File: src/rtl/cache_mem_arbiter.sv
// Shares one cache-to-bridge memory port between icache (I) and dcache (D) reads; dcache writes pass straight through.
// Latency: read request/grant is combinational (0 cycles); return beats are routed combinationally to the owning port.
// Backpressure: the losing or waiting port sees rd_rdy=0 until the read FSM is back in IDLE; the write path mirrors wr_rdy.
module cache_mem_arbiter #(
   parameter int LINE_BYTES = 16,
   parameter int ADDR_W     = 32
) (
   input  logic                    clk,
   input  logic                    reset,
   // icache read port
   input  logic                    i_rd_req,
   input  logic [2:0]              i_rd_type,
   input  logic [ADDR_W-1:0]       i_rd_addr,
   output logic                    i_rd_rdy,
   output logic                    i_ret_valid,
   output logic                    i_ret_last,
   output logic [31:0]             i_ret_data,
   // dcache read port
   input  logic                    d_rd_req,
   input  logic [2:0]              d_rd_type,
   input  logic [ADDR_W-1:0]       d_rd_addr,
   output logic                    d_rd_rdy,
   output logic                    d_ret_valid,
   output logic                    d_ret_last,
   output logic [31:0]             d_ret_data,
   // dcache write port
   input  logic                    d_wr_req,
   input  logic [2:0]              d_wr_type,
   input  logic [ADDR_W-1:0]       d_wr_addr,
   input  logic [3:0]              d_wr_wstrb,
   input  logic [LINE_BYTES*8-1:0] d_wr_data,
   output logic                    d_wr_rdy,
   // memory side
   output logic                    rd_req,
   output logic [2:0]              rd_type,
   output logic [ADDR_W-1:0]       rd_addr,
   input  logic                    rd_rdy,
   input  logic                    ret_valid,
   input  logic                    ret_last,
   input  logic [31:0]             ret_data,
   output logic                    wr_req,
   output logic [2:0]              wr_type,
   output logic [ADDR_W-1:0]       wr_addr,
   output logic [3:0]              wr_wstrb,
   output logic [LINE_BYTES*8-1:0] wr_data,
   input  logic                    wr_rdy,
   output logic                    err
);

   localparam int BEATS = LINE_BYTES / 4;
   // One extra bit so a legal burst never wraps the counter.
   localparam int CW    = $clog2(BEATS) + 1;

   typedef enum logic [1:0] {IDLE, OWN_I, OWN_D} state_t;

   state_t        state, state_nxt;
   logic          prio_d;      // 1: D wins a tie, 0: I wins a tie
   logic [CW-1:0] beat_cnt;
   logic [CW-1:0] exp_beats;
   logic          err_q;

   logic          idle;
   logic          any_req;
   logic          win_d;
   logic          accept;
   logic [2:0]    win_type;
   logic [CW-1:0] exp_sel;
   logic [CW-1:0] cnt_inc;

   // Winner selection and beat bookkeeping helpers.
   always_comb begin
      idle     = (state == IDLE);
      any_req  = i_rd_req | d_rd_req;
      win_d    = d_rd_req & (~i_rd_req | prio_d);
      win_type = win_d ? d_rd_type : i_rd_type;
      accept   = idle & any_req & rd_rdy;
      exp_sel  = (win_type == 3'b100) ? CW'(BEATS) : CW'(1);
      cnt_inc  = beat_cnt + 1'b1;
   end

   // State register.
   always_ff @(posedge clk) begin
      if (reset) state <= IDLE;
      else       state <= state_nxt;
   end

   // Next state: lock the winner on accept, release on its last beat.
   always_comb begin
      state_nxt = state;
      case (state)
         IDLE:         if (accept) state_nxt = win_d ? OWN_D : OWN_I;
         OWN_I, OWN_D: if (ret_valid && ret_last) state_nxt = IDLE;
         default:      state_nxt = IDLE;
      endcase
   end

   // Round-robin priority, expected burst length, beat counter and sticky error.
   always_ff @(posedge clk) begin
      if (reset) begin
         prio_d    <= 1'b1;
         beat_cnt  <= '0;
         exp_beats <= CW'(1);
         err_q     <= 1'b0;
      end else begin
         if (accept) begin
            exp_beats <= exp_sel;
            prio_d    <= ~win_d;
            beat_cnt  <= '0;
         end
         if (ret_valid) begin
            if (idle) begin
               // Beat with no owner: dropped, flagged.
               err_q <= 1'b1;
            end else begin
               beat_cnt <= ret_last ? '0 : cnt_inc;
               if (ret_last && (cnt_inc != exp_beats))  err_q <= 1'b1;
               if (!ret_last && (cnt_inc == exp_beats)) err_q <= 1'b1;
            end
         end
      end
   end

   // Outputs: grant/route by state, everything read-side held at 0 in reset.
   always_comb begin
      rd_req      = ~reset & idle & any_req;
      rd_type     = rd_req ? win_type : 3'b000;
      rd_addr     = rd_req ? (win_d ? d_rd_addr : i_rd_addr) : '0;
      i_rd_rdy    = rd_req & rd_rdy & ~win_d;
      d_rd_rdy    = rd_req & rd_rdy & win_d;
      i_ret_valid = ~reset & (state == OWN_I) & ret_valid;
      i_ret_last  = ~reset & (state == OWN_I) & ret_last;
      d_ret_valid = ~reset & (state == OWN_D) & ret_valid;
      d_ret_last  = ~reset & (state == OWN_D) & ret_last;
      i_ret_data  = reset ? 32'h0 : ret_data;
      d_ret_data  = reset ? 32'h0 : ret_data;
      err         = ~reset & err_q;
      wr_req      = d_wr_req;
      wr_type     = d_wr_type;
      wr_addr     = d_wr_addr;
      wr_wstrb    = d_wr_wstrb;
      wr_data     = d_wr_data;
      d_wr_rdy    = wr_rdy;
   end

endmodule

File: config.mk
export PLATFORM = sky130hd
export DESIGN_NAME = cache_mem_arbiter
export DESIGN_NICKNAME = d
export VERILOG_FILES = /design/src/rtl/cache_mem_arbiter.sv
export SDC_FILE = /design/constraint.sdc
export NUM_CORES = 1
export LEC_CHECK = 0
export CELL_PAD_IN_SITES_DETAIL_PLACEMENT = 1
export CELL_PAD_IN_SITES_GLOBAL_PLACEMENT = 1
export CORE_AREA = 2 2 214 216
export CTS_BUF_LIST = sky130_fd_sc_hd__clkbuf_8
export CTS_CLUSTER_DIAMETER = 50
export DETAILED_ROUTE_END_ITERATION = 8
export DIE_AREA = 0 0 216 218
export HOLD_SLACK_MARGIN = 0.05
export PLACE_DENSITY_LB_ADDON = 0.1
export SLEW_MARGIN = 20
export SYNTH_ARGS = -nofsm -noshare
export SYNTH_HDL_FRONTEND = slang
export SYNTH_SLANG_ARGS = --single-unit
File: constraint.sdc
create_clock -name clk -period 2 [get_ports clk]
set_input_delay 0.4 -clock clk [delete_from_list [all_inputs] [get_ports clk]]
set_output_delay 0.4 -clock clk [all_outputs]
set_load 0.05 [all_outputs]
==> impl_metrics.json <==
{
  "worst_setup_path_start_kind": "input port",
  "hold_viol": 0,
  "drt_iter0_drc": 51,
  "htree_levels": 1,
  "wl_per_cell_microns": 16.8,
  "start_util": 0.0616,
  "area_growth_pct": 102,
  "yosysTopAreaCell": "buf_4",
  "routed_wirelength_mm": 17.6,
  "rsz0062_at_grt": "yes",
  "fin_nets": 730,
  "grt_pass1_vias": 3162,
  "grt_pass1_wl_mm": 23.7,
  "antenna_found_initial": 3,
  "rows": 78,
  "placedCellCount": 1034,
  "critPathBufInv": 5,
  "min_path_type": "flop to flop",
  "route.detailed.drc": 0,
  "critPathKind": "input port to output port",
  "synthTopCellsByArea": "buf_4 (55%), nand2_1 (8.7%), nor2b_1 (8.1%)",
  "place_congestion": 0.709,
  "port_buffers": 215,
  "worst_path_max_delay_cell": "o21ai_4",
  "place_hpwl_mm": 13.6,
  "firstDrtPassIters": 4,
  "cp_common_cell": "buf_12",
  "cpLargestDelayFamily": "buffers and inverters",
  "fin_cells": 1047,
  "ys_warn_count": 0,
  "fin_skew_ps": 5.36,
  "synth_cell_types": 32,
  "worst_slack_ps": -87.2,
  "numCtsBuffers": 3,
  "ys_seq_area_frac": 0.0651,
  "io_pins": 554,
  "violations": "setup timing",
  "dieArea_sq_mm": 0.0471,
  "syn-cell-area_sq_mm": 0.00277,
  "detail-route-antenna-nets": 0,
  "worst_pin_slew_ps": 427,
  "worst-path-max-fanout": 6,
  "tns_ps": -1130,
  "syn_nets": 693,
  "clockBufferDepth": 2,
  "fmax_ghz": 0.479,
  "avgSynthCellArea_sq_um": 6.73,
  "max_stage_delay_ps": 350,
  "final-setup-viol-count": 28,
  "ir_drop_uv": 116,
  "worstPathRequired_ps": 1600,
  "fin_crit_sh": 1.04,
  "die_w_microns": 216,
  "cts_root_buffer": "clkbuf_8",
  "drive_gt1_frac": 0.501,
  "cp-end-kind": "output port",
  "layout_common_cells": "clkdlybuf4s50_1 (105), buf_12 (72), nand2_1 (63)",
  "die_h_microns": 218,
  "max_slew_margin": 0.715,
  "core_area_sq_mm": 0.0449,
  "grt-ovfl-total": 0,
  "grt_max_degree": 33,
  "clk_pin_slew_worst_paths_ps": 50,
  "final_common_cell": "clkdlybuf4s50_1",
  "drv_cap": 0,
  "p_leak_nw": 2.06,
  "design_power_total_mw": 2.34,
  "tritoncts": "done",
  "status": "finished, violations left",
  "via_count": 2786,
  "placed_cell_area_sq_mm": 0.00497,
  "clock_latency_ps": 240,
  "crit_chain": "clkdlybuf4s15_2 -> buf_4 -> o21ai_4 -> buf_12 -> a21oi_4 -> buf_6 -> buf_12",
  "arrival_ps": 1690,
  "vias_per_cell": 2.66,
  "cts.sinks": 9,
  "ys_ff_latch": 9,
  "slew_viol_final": 0,
  "design_area_sq_mm": 0.00559,
  "layout_min_cycle_time_ps": 2090,
  "synth_top_area_share": 0.545,
  "grtUsageTotal": 0.0703,
  "antennaDiodeCount": 0,
  "p_per_area_mw_per_mm2": 419,
  "syn_inst": 411
}
cell type report:
class                           count  area (sq um)
Clock inverter                      1          3.75
Timing Repair Buffer              248          3130
Sequential cell                     9           184
Multi-Input combinational cell    181          1460
Inverter                            5          18.8
Fill cell                        5289         39300
Tap cell                          600           751
Clock buffer                        3          41.3
metal layers:
metal  GRT usage  vias up  share of wire
met2       0.129      295           0.51
met3      0.0463       76           0.16
li1            -     1168              -
met4      0.0393        6          0.053
met5     0.00104        -         0.0019
met1      0.0558     1241           0.28
per-stage QoR:
stage | utilization | worst slack [ps] | hold WS [ps]
global route | 0.124 | -191 | 544
detailed placement | 0.111 | -402 | 522
finish | 0.124 | -87.2 | 526
global placement | 0.111 | -388 | 489
CTS | 0.125 | -220 | 533
floorplan | - | -386 | 474
cell families (layout without fill, tap and decap cells):
family | Yosys count | count (layout) | share of synthesized area
XOR/XNOR | 3 | 3 | 0.00950
AND/OR/NAND/NOR | 124 | 124 | 0.222
flip-flops | 9 | 9 | 0.0651
AO/OA/AOI/OAI | 47 | 47 | 0.0995
buffers and inverters | 221 | 257 | 0.575
adder cells (fa/ha/maj) | 4 | 4 | 0.0181
multiplexers | 3 | 3 | 0.0109
worst reg2reg max path, cell delays in order (launching register included):
cell and delay [ps]:
dfxtp_2 370, o21a_2 190, buf_12 180, mux2i_1 320, buf_4 150, and4bb_1 180, o21ba_1 180
cells in the mapped netlist:
library cell	instances
o211ai_2	1
and3b_1	4
a21oi_1	34
o21bai_1	1
o21ba_1	1
a21boi_0	1
dfxtp_1	9
o21ai_1	1
buf_6	1
nand2_1	64
o21ai_2	1
a31oi_1	3
o21a_1	1
inv_2	1
and4bb_1	1
and2_1	1
mux2i_1	3
nor3b_1	2
nand2b_1	2
nor2_1	8
buf_4	201
nor3_2	1
xnor2_1	3
a2111oi_1	1
o32ai_1	2
nand3_1	1
nor2b_1	36
clkbuf_1	14
nor3_1	3
nor4_1	1
inv_1	4
ha_1	4
path summary, 6_finish.rpt:
kind,slack [ps],end,depth (start not counted),from
worst max-delay path,-90,rd_addr[13],7,d_rd_req
worst max register to register,310,exp_beats[2]$_SDFFE_PP0P_,6,prio_d$_SDFFE_PP1P_
worst min register to register,530,beat_cnt[1]$_SDFF_PP0_,2,beat_cnt[1]$_SDFF_PP0_
worst min-delay path,530,beat_cnt[1]$_SDFF_PP0_,2,beat_cnt[1]$_SDFF_PP0_
registers in the layout, summed over array words and instances, names as in the netlist:
signal,cells
err_q,1
beat_cnt,3
prio_d,1
state,2
exp_beats,2
report_power, final:
part	leakage, nW	switching [mW]	internal [mW]	total, mW
combinational	1.96	1.04	0.876	1.91
sequential	0.0739	0.0121	0.193	0.205
clock	0.0269	0.0868	0.135	0.222
total	2.06	1.13	1.20	2.34
timing repair:
item / CTS / global route
setup endpoints to repair: 39 / 38
pin swaps: 6 / 6
gates cloned: 6 / 1
hold buffers: 0 / 0
buffers inserted: 6 / 2
gates resized for setup: 87 / 4
No activity file was read; power rests on OpenSTA's default activity.
